--- config.mk ---
export PLATFORM = sky130hd
export DESIGN_NAME = mc_exec_sequencer_flat
export DESIGN_NICKNAME = d
export VERILOG_FILES = /design/src/rtl/mc_exec_sequencer_if.sv /design/src/rtl/mc_exec_sequencer.sv /design/src/flat_wrapper.sv
export SDC_FILE = /design/constraint.sdc
export NUM_CORES = 1
export LEC_CHECK = 0
export CAP_MARGIN = 20
export CELL_PAD_IN_SITES_DETAIL_PLACEMENT = 0
export CELL_PAD_IN_SITES_GLOBAL_PLACEMENT = 1
export CORE_ASPECT_RATIO = 0.7
export CORE_MARGIN = 3
export CORE_UTILIZATION = 43
export DETAILED_ROUTE_END_ITERATION = 16
export GPL_TIMING_DRIVEN = 0
export HOLD_SLACK_MARGIN = 0.06
export PLACE_DENSITY_LB_ADDON = 0.15
export SYNTH_ARGS = -nofsm -noshare
export SYNTH_HDL_FRONTEND = slang
export SYNTH_SLANG_ARGS = --single-unit
--- constraint.sdc ---
create_clock -name clk -period 30.9 [get_ports clk]
set_input_delay 9.27 -clock clk [delete_from_list [all_inputs] [get_ports clk]]
set_output_delay 9.27 -clock clk [all_outputs]
set_load 0.1 [all_outputs]
--- src/rtl/mc_exec_sequencer_if.sv ---
// mc_exec_sequencer_if: handshake and bus bundle for the multi-cycle sequencer.
//
// Signal groups:
//   decode in : in_valid/in_ready, opcode, funct3, rd_idx, rs1_val, rs2_val, imm, pc
//   alu       : alu_en (strobe out), alu_result (combinational result in)
//   data mem  : mem_req/mem_ready, mem_we, mem_addr, mem_wdata, mem_wstrb, mem_rdata
//   reg file  : rd_we, rd_waddr, rd_wdata
//   pc        : redirect, redirect_pc
//   status    : err
//
// Modports: master = the sequencer, slave = decoder/ALU/memory/regfile side.
interface mc_exec_sequencer_if #(
  parameter int unsigned XLEN = 32
);
  logic              in_valid;
  logic              in_ready;
  logic [6:0]        opcode;
  logic [2:0]        funct3;
  logic [4:0]        rd_idx;
  logic [XLEN-1:0]   rs1_val;
  logic [XLEN-1:0]   rs2_val;
  logic [XLEN-1:0]   imm;
  logic [XLEN-1:0]   pc;
  logic              alu_en;
  logic [XLEN-1:0]   alu_result;
  logic              mem_req;
  logic              mem_ready;
  logic              mem_we;
  logic [XLEN-1:0]   mem_addr;
  logic [XLEN-1:0]   mem_wdata;
  logic [XLEN/8-1:0] mem_wstrb;
  logic [XLEN-1:0]   mem_rdata;
  logic              rd_we;
  logic [4:0]        rd_waddr;
  logic [XLEN-1:0]   rd_wdata;
  logic              redirect;
  logic [XLEN-1:0]   redirect_pc;
  logic              err;

  modport master (
    input  in_valid, opcode, funct3, rd_idx, rs1_val, rs2_val, imm, pc,
    input  alu_result, mem_ready, mem_rdata,
    output in_ready, alu_en, mem_req, mem_we, mem_addr, mem_wdata, mem_wstrb,
    output rd_we, rd_waddr, rd_wdata, redirect, redirect_pc, err
  );

  modport slave (
    output in_valid, opcode, funct3, rd_idx, rs1_val, rs2_val, imm, pc,
    output alu_result, mem_ready, mem_rdata,
    input  in_ready, alu_en, mem_req, mem_we, mem_addr, mem_wdata, mem_wstrb,
    input  rd_we, rd_waddr, rd_wdata, redirect, redirect_pc, err
  );
endinterface

--- src/rtl/mc_exec_sequencer.sv ---
// mc_exec_sequencer: multi-cycle EXEC/MEM/WB sequencer for the RV core.
//
// Accepts one decoded instruction per valid/ready handshake in IDLE, then walks
// EXEC (1 cycle) -> [MEM (until mem_ready or timeout)] -> WB (1 cycle) -> IDLE.
//
// Ports:
//   clk            clock
//   rst            asynchronous, active-high reset
//   bus (master)   decode input, ALU strobe, data-memory port, regfile write,
//                  PC redirect and error strobe (see mc_exec_sequencer_if)
//
// Parameters:
//   XLEN         datapath width, 32 or 64
//   MEM_TIMEOUT  MEM wait cycles (mem_ready low) before a bus error, 1..255
//
// Build option:
//   MISALIGN_TRAP_EN  defined: misaligned load/store raises err and skips MEM.
//                     undefined: misaligned address is aligned down silently.
//
// Every output is decoded from registered state, so nothing combinational
// passes from the bus inputs to the bus outputs.
module mc_exec_sequencer #(
  parameter int unsigned XLEN        = 32,
  parameter int unsigned MEM_TIMEOUT = 16
) (
  input logic                 clk,
  input logic                 rst,
  mc_exec_sequencer_if.master bus
);

  localparam int unsigned NB = XLEN / 8;
  localparam int unsigned OB = $clog2(NB);

  typedef logic [XLEN-1:0] word_t;
  typedef logic [NB-1:0]   strb_t;

  localparam logic [6:0] OpLoad   = 7'b0000011;
  localparam logic [6:0] OpStore  = 7'b0100011;
  localparam logic [6:0] OpOp     = 7'b0110011;
  localparam logic [6:0] OpOpImm  = 7'b0010011;
  localparam logic [6:0] OpLui    = 7'b0110111;
  localparam logic [6:0] OpAuipc  = 7'b0010111;
  localparam logic [6:0] OpJal    = 7'b1101111;
  localparam logic [6:0] OpJalr   = 7'b1100111;
  localparam logic [6:0] OpBranch = 7'b1100011;

  typedef enum logic [1:0] {StIdle, StExec, StMem, StWb} state_e;

  state_e      state_q, state_d;
  logic [6:0]  opcode_q, opcode_d;
  logic [2:0]  funct3_q, funct3_d;
  logic [4:0]  rd_idx_q, rd_idx_d;
  word_t       rs1_q, rs1_d;
  word_t       rs2_q, rs2_d;
  word_t       imm_q, imm_d;
  word_t       pc_q, pc_d;
  word_t       result_q, result_d;
  word_t       target_q, target_d;
  word_t       addr_q, addr_d;
  logic        taken_q, taken_d;
  logic        err_q, err_d;
  logic [7:0]  cnt_q, cnt_d;

  // Opcode classes of the latched instruction.
  logic is_load, is_store, is_mem, is_alu, is_jump, is_branch, writes_rd;

  always_comb begin
    is_load   = (opcode_q == OpLoad);
    is_store  = (opcode_q == OpStore);
    is_mem    = is_load | is_store;
    is_alu    = (opcode_q == OpOp) | (opcode_q == OpOpImm);
    is_jump   = (opcode_q == OpJal) | (opcode_q == OpJalr);
    is_branch = (opcode_q == OpBranch);
    writes_rd = is_alu | is_load | is_jump | (opcode_q == OpLui) | (opcode_q == OpAuipc);
  end

  // Opcode/funct3 legality.
  logic legal;

  always_comb begin
    legal = 1'b1;
    case (opcode_q)
      OpOp, OpOpImm, OpLui, OpAuipc, OpJal: legal = 1'b1;
      OpJalr:   legal = (funct3_q == 3'b000);
      OpBranch: legal = (funct3_q[2:1] != 2'b01);
      OpLoad: begin
        case (funct3_q)
          3'b000, 3'b001, 3'b010, 3'b100, 3'b101: legal = 1'b1;
          3'b011, 3'b110:                         legal = (XLEN == 64);
          default:                                legal = 1'b0;
        endcase
      end
      OpStore: legal = (funct3_q == 3'b011) ? (XLEN == 64) : !funct3_q[2];
      default: legal = 1'b0;
    endcase
  end

  // Branch condition.
  logic taken;

  always_comb begin
    taken = 1'b0;
    case (funct3_q)
      3'b000:  taken = (rs1_q == rs2_q);
      3'b001:  taken = (rs1_q != rs2_q);
      3'b100:  taken = ($signed(rs1_q) <  $signed(rs2_q));
      3'b101:  taken = ($signed(rs1_q) >= $signed(rs2_q));
      3'b110:  taken = (rs1_q <  rs2_q);
      3'b111:  taken = (rs1_q >= rs2_q);
      default: taken = 1'b0;
    endcase
  end

  // EXEC arithmetic; all modulo 2^XLEN by construction.
  word_t sum_ri, pc_imm, pc_4, align_mask, addr_exec;
  logic  misalign;

  always_comb begin
    sum_ri     = rs1_q + imm_q;
    pc_imm     = pc_q + imm_q;
    pc_4       = pc_q + word_t'(4);
    // funct3[1:0] encodes log2 of the access size for both loads and stores.
    align_mask = word_t'((32'd1 << funct3_q[1:0]) - 32'd1);
`ifdef MISALIGN_TRAP_EN
    misalign   = |(sum_ri & align_mask);
    addr_exec  = sum_ri;
`else
    misalign   = 1'b0;
    addr_exec  = sum_ri & ~align_mask;
`endif
  end

  // Store lane formatting and load extraction at the byte offset.
  logic [OB-1:0] off;
  word_t         st_wdata;
  strb_t         st_wstrb;
  word_t         ld_shift;
  word_t         ld_data;

  always_comb begin
    off = addr_q[OB-1:0];
    case (funct3_q[1:0])
      2'b00: begin
        st_wdata = {NB{rs2_q[7:0]}};
        st_wstrb = strb_t'(1) << off;
      end
      2'b01: begin
        st_wdata = {(NB/2){rs2_q[15:0]}};
        st_wstrb = strb_t'(3) << off;
      end
      2'b10: begin
        st_wdata = {(NB/4){rs2_q[31:0]}};
        st_wstrb = strb_t'(15) << off;
      end
      default: begin
        st_wdata = rs2_q;
        st_wstrb = '1;
      end
    endcase

    ld_shift = bus.mem_rdata >> {off, 3'b000};
    case (funct3_q)
      3'b000:  ld_data = word_t'($signed(ld_shift[7:0]));
      3'b001:  ld_data = word_t'($signed(ld_shift[15:0]));
      3'b010:  ld_data = word_t'($signed(ld_shift[31:0]));
      3'b100:  ld_data = word_t'(ld_shift[7:0]);
      3'b101:  ld_data = word_t'(ld_shift[15:0]);
      3'b110:  ld_data = word_t'(ld_shift[31:0]);
      default: ld_data = ld_shift;
    endcase
  end

  // Next-state logic.
  always_comb begin
    state_d  = state_q;
    opcode_d = opcode_q;
    funct3_d = funct3_q;
    rd_idx_d = rd_idx_q;
    rs1_d    = rs1_q;
    rs2_d    = rs2_q;
    imm_d    = imm_q;
    pc_d     = pc_q;
    result_d = result_q;
    target_d = target_q;
    addr_d   = addr_q;
    taken_d  = taken_q;
    err_d    = err_q;
    cnt_d    = cnt_q;

    unique case (state_q)
      StIdle: begin
        if (bus.in_valid) begin
          opcode_d = bus.opcode;
          funct3_d = bus.funct3;
          rd_idx_d = bus.rd_idx;
          rs1_d    = bus.rs1_val;
          rs2_d    = bus.rs2_val;
          imm_d    = bus.imm;
          pc_d     = bus.pc;
          taken_d  = 1'b0;
          err_d    = 1'b0;
          cnt_d    = '0;
          state_d  = StExec;
        end
      end

      StExec: begin
        state_d = StWb;
        err_d   = !legal || (is_mem && misalign);
        case (opcode_q)
          OpOp, OpOpImm: result_d = bus.alu_result;
          OpLui:         result_d = imm_q;
          OpAuipc:       result_d = pc_imm;
          OpJal: begin
            result_d = pc_4;
            target_d = pc_imm;
          end
          OpJalr: begin
            result_d = pc_4;
            target_d = sum_ri & ~word_t'(1);
          end
          OpBranch: begin
            target_d = pc_imm;
            taken_d  = taken;
          end
          OpLoad, OpStore: begin
            addr_d = addr_exec;
            cnt_d  = '0;
            if (legal && !misalign) state_d = StMem;
          end
          default: ;
        endcase
      end

      StMem: begin
        if (bus.mem_ready) begin
          if (is_load) result_d = ld_data;
          state_d = StWb;
        end else begin
          cnt_d = cnt_q + 8'd1;
          if (cnt_d == 8'(MEM_TIMEOUT)) begin
            err_d   = 1'b1;
            state_d = StWb;
          end
        end
      end

      StWb: begin
        cnt_d   = '0;
        state_d = StIdle;
      end

      default: state_d = StIdle;
    endcase
  end

  always_ff @(posedge clk or posedge rst) begin
    if (rst) begin
      state_q  <= StIdle;
      opcode_q <= '0;
      funct3_q <= '0;
      rd_idx_q <= '0;
      rs1_q    <= '0;
      rs2_q    <= '0;
      imm_q    <= '0;
      pc_q     <= '0;
      result_q <= '0;
      target_q <= '0;
      addr_q   <= '0;
      taken_q  <= 1'b0;
      err_q    <= 1'b0;
      cnt_q    <= '0;
    end else begin
      state_q  <= state_d;
      opcode_q <= opcode_d;
      funct3_q <= funct3_d;
      rd_idx_q <= rd_idx_d;
      rs1_q    <= rs1_d;
      rs2_q    <= rs2_d;
      imm_q    <= imm_d;
      pc_q     <= pc_d;
      result_q <= result_d;
      target_q <= target_d;
      addr_q   <= addr_d;
      taken_q  <= taken_d;
      err_q    <= err_d;
      cnt_q    <= cnt_d;
    end
  end

  // Outputs, decoded from registered state only.
  logic in_exec, in_mem, in_wb;

  always_comb begin
    in_exec = (state_q == StExec);
    in_mem  = (state_q == StMem);
    in_wb   = (state_q == StWb);

    bus.in_ready    = (state_q == StIdle);
    bus.alu_en      = in_exec && is_alu;

    bus.mem_req     = in_mem;
    bus.mem_we      = in_mem && is_store;
    bus.mem_addr    = in_mem ? addr_q : '0;
    bus.mem_wdata   = (in_mem && is_store) ? st_wdata : '0;
    bus.mem_wstrb   = (in_mem && is_store) ? st_wstrb : '0;

    bus.rd_we       = in_wb && writes_rd && (rd_idx_q != 5'd0) && !err_q;
    bus.rd_waddr    = in_wb ? rd_idx_q : '0;
    bus.rd_wdata    = in_wb ? result_q : '0;

    bus.redirect    = in_wb && !err_q && (is_jump || (is_branch && taken_q));
    bus.redirect_pc = in_wb ? target_q : '0;

    bus.err         = in_wb && err_q;
  end

endmodule

--- src/flat_wrapper.sv ---
// flat-port wrapper written by rule: the top's interface ports become plain ports
module mc_exec_sequencer_flat 
#(
  parameter int unsigned XLEN        = 32,
  parameter int unsigned MEM_TIMEOUT = 16
)
  (clk, rst, bus_in_valid, bus_opcode, bus_funct3, bus_rd_idx, bus_rs1_val, bus_rs2_val, bus_imm, bus_pc, bus_alu_result, bus_mem_ready, bus_mem_rdata, bus_in_ready, bus_alu_en, bus_mem_req, bus_mem_we, bus_mem_addr, bus_mem_wdata, bus_mem_wstrb, bus_rd_we, bus_rd_waddr, bus_rd_wdata, bus_redirect, bus_redirect_pc, bus_err);
  mc_exec_sequencer_if #(.XLEN(XLEN)) bus_i ();
  input logic clk;
  input logic rst;
  input wire logic [$bits(bus_i.in_valid)-1:0] bus_in_valid;
  input wire logic [$bits(bus_i.opcode)-1:0] bus_opcode;
  input wire logic [$bits(bus_i.funct3)-1:0] bus_funct3;
  input wire logic [$bits(bus_i.rd_idx)-1:0] bus_rd_idx;
  input wire logic [$bits(bus_i.rs1_val)-1:0] bus_rs1_val;
  input wire logic [$bits(bus_i.rs2_val)-1:0] bus_rs2_val;
  input wire logic [$bits(bus_i.imm)-1:0] bus_imm;
  input wire logic [$bits(bus_i.pc)-1:0] bus_pc;
  input wire logic [$bits(bus_i.alu_result)-1:0] bus_alu_result;
  input wire logic [$bits(bus_i.mem_ready)-1:0] bus_mem_ready;
  input wire logic [$bits(bus_i.mem_rdata)-1:0] bus_mem_rdata;
  output wire logic [$bits(bus_i.in_ready)-1:0] bus_in_ready;
  output wire logic [$bits(bus_i.alu_en)-1:0] bus_alu_en;
  output wire logic [$bits(bus_i.mem_req)-1:0] bus_mem_req;
  output wire logic [$bits(bus_i.mem_we)-1:0] bus_mem_we;
  output wire logic [$bits(bus_i.mem_addr)-1:0] bus_mem_addr;
  output wire logic [$bits(bus_i.mem_wdata)-1:0] bus_mem_wdata;
  output wire logic [$bits(bus_i.mem_wstrb)-1:0] bus_mem_wstrb;
  output wire logic [$bits(bus_i.rd_we)-1:0] bus_rd_we;
  output wire logic [$bits(bus_i.rd_waddr)-1:0] bus_rd_waddr;
  output wire logic [$bits(bus_i.rd_wdata)-1:0] bus_rd_wdata;
  output wire logic [$bits(bus_i.redirect)-1:0] bus_redirect;
  output wire logic [$bits(bus_i.redirect_pc)-1:0] bus_redirect_pc;
  output wire logic [$bits(bus_i.err)-1:0] bus_err;
  assign bus_i.in_valid = bus_in_valid;
  assign bus_i.opcode = bus_opcode;
  assign bus_i.funct3 = bus_funct3;
  assign bus_i.rd_idx = bus_rd_idx;
  assign bus_i.rs1_val = bus_rs1_val;
  assign bus_i.rs2_val = bus_rs2_val;
  assign bus_i.imm = bus_imm;
  assign bus_i.pc = bus_pc;
  assign bus_i.alu_result = bus_alu_result;
  assign bus_i.mem_ready = bus_mem_ready;
  assign bus_i.mem_rdata = bus_mem_rdata;
  assign bus_in_ready = bus_i.in_ready;
  assign bus_alu_en = bus_i.alu_en;
  assign bus_mem_req = bus_i.mem_req;
  assign bus_mem_we = bus_i.mem_we;
  assign bus_mem_addr = bus_i.mem_addr;
  assign bus_mem_wdata = bus_i.mem_wdata;
  assign bus_mem_wstrb = bus_i.mem_wstrb;
  assign bus_rd_we = bus_i.rd_we;
  assign bus_rd_waddr = bus_i.rd_waddr;
  assign bus_rd_wdata = bus_i.rd_wdata;
  assign bus_redirect = bus_i.redirect;
  assign bus_redirect_pc = bus_i.redirect_pc;
  assign bus_err = bus_i.err;
  mc_exec_sequencer #(.XLEN(XLEN), .MEM_TIMEOUT(MEM_TIMEOUT)) u_core (.clk(clk), .rst(rst), .bus(bus_i));
endmodule
==> results.py <==
metrics = {
    "sta": {
        "hold_viol": 0,
        "clock.fmax_mhz": 69.7,
        "setup-violations-final": 0,
        "min_period_ps": 14350,
        "hold_slack_ps": 471,
        "slew_headroom_pct": 19.3,
        "skew_ps": 13.6,
        "period_share_pct": 46.4,
        "tightest_slew_ps": 1210,
        "setup_tns_ps": 0,
        "slew_viol_final": 0,
        "rsz0062_at_grt": "false",
    },
    "setup_path": {
        "path_class": "flip-flop to primary output",
        "cp-start-kind": "flip-flop",
        "arrival_ps": 5080,
        "max_stage_delay_ps": 1170,
        "r2r_start": "u_core.state_q[0]$_DFFE_PP0P_",
        "ff2ff_path_depth": 7,
        "reg2reg_slack_ps": 27020,
        "r2r_end": "u_core.result_q[17]$_DFFE_PP0P_",
        "cp_data_required_time_ps": 21630,
        "path_cells": "inv_1 > ha_1 > clkbuf_1 > clkbuf_1 > clkbuf_1 > and2_1 > clkdlybuf4s50_1",
        "cp_max_fo": 10,
        "worstSetupEndpointType": "primary output",
        "cpMostUsedCell": "clkbuf_1",
        "slowest_stage": "clkdlybuf4s50_1",
    },
    "routing": {
        "viasPerCell": 5.99,
        "drcViolationCount": 0,
        "drt_iter0_drc": 1709,
        "drtPass1Iterations": 9,
        "totalWireLength_um": 74200,
        "ant_nets": 0,
        "vias": 16900,
        "routedWlPerCell_um": 26.3,
    },
    "floorplanning": {
        "io_pins": 355,
        "fp.dieH_um": 174,
        "start_util_pct": 44.3,
        "rows": 60,
        "die_x_um": 245,
        "core_um2": 39000,
        "die-area_um2": 42600,
    },
    "global_route": {
        "grt_first_pass_wirelength_um": 108000,
        "use_met2_pct": 47.0,
        "grt_pass1_vias": 16600,
        "met1_usage_pct": 48.5,
        "top_usage_layer": "met1",
        "use_met3_pct": 12.7,
        "overflow": 0,
        "track_usage_pct": 33.9,
        "grt_start_max_net_pins": 94,
        "antenna_found_initial": 2,
    },
    "cells_and_area": {
        "nets": 2594,
        "drive_above_1_share_pct": 9.99,
        "syn2layout_area_growth_pct": 30.3,
        "final_cell_mix": "clkdlybuf4s50_1 (354), dfrtp_1 (251), nand2_1 (168), mux2_2 (153), nor2_1 (148)",
        "final_common_cell": "clkdlybuf4s50_1",
    },
    "clock_tree": {
        "post_cts_buffers": 0,
        "root_buffer": "clkbuf_16",
        "cts_resized": 0,
        "clk_path_buf_depth": 3,
        "cts_tree": "yes",
        "cts_sinks": 251,
        "numCtsBuffers": 28,
        "clk_latency_ps": 570,
        "cts_hold_buf": 0,
        "clk_pin_slew_ps": 60,
        "htreeDepth": 1,
    },
    "outcome": {
        "status": "complete, no violations",
    },
    "synthesis": {
        "synth_cells": 1885,
        "yosys_warnings": 0,
        "synth_fp_nets": 2206,
        "ys_async_sr_fraction_pct": 100,
        "yosysUniqueCellTypes": 76,
        "ys.flop_type": "dfrtp_1",
        "synth_edf_count": 0,
        "avgSynthCellArea_um2": 9.15,
        "ys_seq_area_share_pct": 36.4,
        "ys_seq_elements": 251,
        "netlist_area_um2": 17300,
    },
    "placed_design": {
        "dp_hpwl_um": 60100,
        "gp_congestion": 0.995,
        "portBuffers": 354,
    },
    "hold_path": {
        "min_from": "u_core.result_q[6]$_DFFE_PP0P_",
        "worstHoldPathType": "flip-flop to flip-flop",
        "hold_end": "u_core.result_q[6]$_DFFE_PP0P_",
        "hold_depth": 2,
    },
    "power_and_ir_drop": {
        "ir_worst_vdd_mv": 0.0735,
        "leakagePower_nw": 9.50,
        "power.density_nw_per_um2": 129,
    },
    "job": {
        "max_cap_viol_count": 0,
    },
}
==> sequential cells by signal (all words and copies together), names as in the netlist <==
signal and flops:
u_core.opcode_q 7, u_core.imm_q 32, u_core.result_q 32, u_core.pc_q 32, u_core.rd_idx_q 5, u_core.target_q 32
u_core.rs1_q 32, u_core.addr_q 32, u_core.err_q 1, u_core.rs2_q 32, u_core.cnt_q 8, u_core.state_q 2
u_core.taken_q 1, u_core.funct3_q 3
==> per-stage QoR <==
| step | std cells | instance area [um^2] | util (%) | setup slack, ps | total power, W |
|---|---|---|---|---|---|
| 5_1_grt | 2820 | 22500 | 57.7 | 16550 | 0.00307 |
| 3_3_place_gp | 2766 | 21500 | 55.1 | 11270 | 0.00248 |
| 2_1_floorplan | 1885 | 17300 | - | 14730 | 0.00191 |
| 6_report | 2821 | 22500 | 57.7 | 16550 | 0.00290 |
| 4_1_cts | 2819 | 22500 | 57.7 | 16790 | 0.00287 |
| 3_5_place_dp | 2769 | 21500 | 55.2 | 17400 | 0.00250 |
==> Yosys cell counts, drive strengths merged, types with 3 or more instances <==
| cell type | instances | area share (%) |
|---|---|---|
| a2111oi | 3 | 0.26 |
| a211oi | 21 | 0.91 |
| a21boi | 5 | 0.22 |
| a21o | 42 | 1.8 |
| a21oi | 129 | 3.8 |
| a221o | 4 | 0.23 |
| a221oi | 25 | 1.3 |
| a222oi | 8 | 0.46 |
| a22o | 18 | 0.91 |
| a22oi | 25 | 1.1 |
| a31oi | 24 | 0.87 |
| and2 | 111 | 4.0 |
| and3 | 9 | 0.33 |
| and4 | 5 | 0.27 |
| buf | 15 | 0.35 |
| clkbuf | 74 | 1.6 |
| dfrtp | 251 | 36 |
| ha | 108 | 7.8 |
| inv | 63 | 1.4 |
| mux2 | 153 | 10 |
| mux2i | 30 | 1.7 |
| nand2 | 168 | 3.7 |
| nand2b | 10 | 0.36 |
| nand3 | 40 | 1.2 |
| nand3b | 5 | 0.22 |
| nand4 | 18 | 0.65 |
| nor2 | 150 | 3.3 |
| nor2b | 15 | 0.54 |
| nor3 | 27 | 0.78 |
| o211ai | 17 | 0.74 |
| o21a | 11 | 0.48 |
| o21ai | 118 | 3.4 |
| o21bai | 10 | 0.44 |
| o22a | 7 | 0.36 |
| o22ai | 5 | 0.22 |
| o31a | 3 | 0.15 |
| o31ai | 20 | 0.87 |
| o41ai | 4 | 0.25 |
| or2 | 10 | 0.36 |
| or3 | 11 | 0.40 |
| xnor2 | 44 | 2.2 |
| xor2 | 37 | 1.9 |
==> metal layers <==
metal	share of wire (%)	up-vias
met1	44	8273
li1	-	7610
met5	0.018	-
met2	40	867
met3	12	141
met4	3.8	2
==> cell families (layout without fill, tap and decap cells) <==
family / after synthesis / after routing / share of synthesized area [%]
compound gates: 518 / 518 / 19.8
mux: 183 / 183 / 11.7
other cells: 0 / 1 / 0
flops: 251 / 251 / 36.4
xor+xnor: 81 / 81 / 4.11
buf+inv: 153 / 561 / 3.35
fa+ha+maj: 110 / 110 / 8.07
simple gates: 589 / 589 / 16.5
==> report_power, final <==
part,internal [W],leakage [nW],switching (W)
combinational,0.000665,5.94,0.00120
clock,0.000201,0.454,0.000149
sequential,0.000478,3.11,0.000200
==> critical path: cells and delay by family (launching register included) <==
kind | cells | cell delay, ps
buffers and inverters | 5 | 3450
and+or+nand+nor | 1 | 320
DFF | 1 | 420
adders and majority gates | 1 | 310
==> how the worst max path moves through the flow <==
stage                                  start                           end  slack (ps)  cells after the start
2_1_floorplan                            rst  u_core.addr_q[0]$_DFFE_PP0P_       14730                      1
3_3_place_gp                             rst  u_core.rs2_q[26]$_DFFE_PP0P_       11270                      2
3_5_place_dp   u_core.state_q[0]$_DFFE_PP0P_              bus_mem_addr[20]       17400                      7
4_1_cts        u_core.state_q[0]$_DFFE_PP0P_              bus_mem_addr[20]       16790                      7
5_1_grt        u_core.state_q[0]$_DFFE_PP0P_              bus_mem_addr[20]       16550                      7
6_report       u_core.state_q[0]$_DFFE_PP0P_              bus_mem_addr[20]       16550                      7
==> final cells by class <==
class / count / area (um^2)
buffer: 89 / 338
clock buffer: 34 / 764
inverter: 64 / 248
timing repair buffer: 358 / 3610
clock inverter: 16 / 176
fill: 3476 / 16500
sequential: 251 / 6280
multi-input combinational: 1481 / 10400
antenna: 1 / 2.50
tap: 527 / 659
No activity file was read; power rests on OpenSTA's default activity.
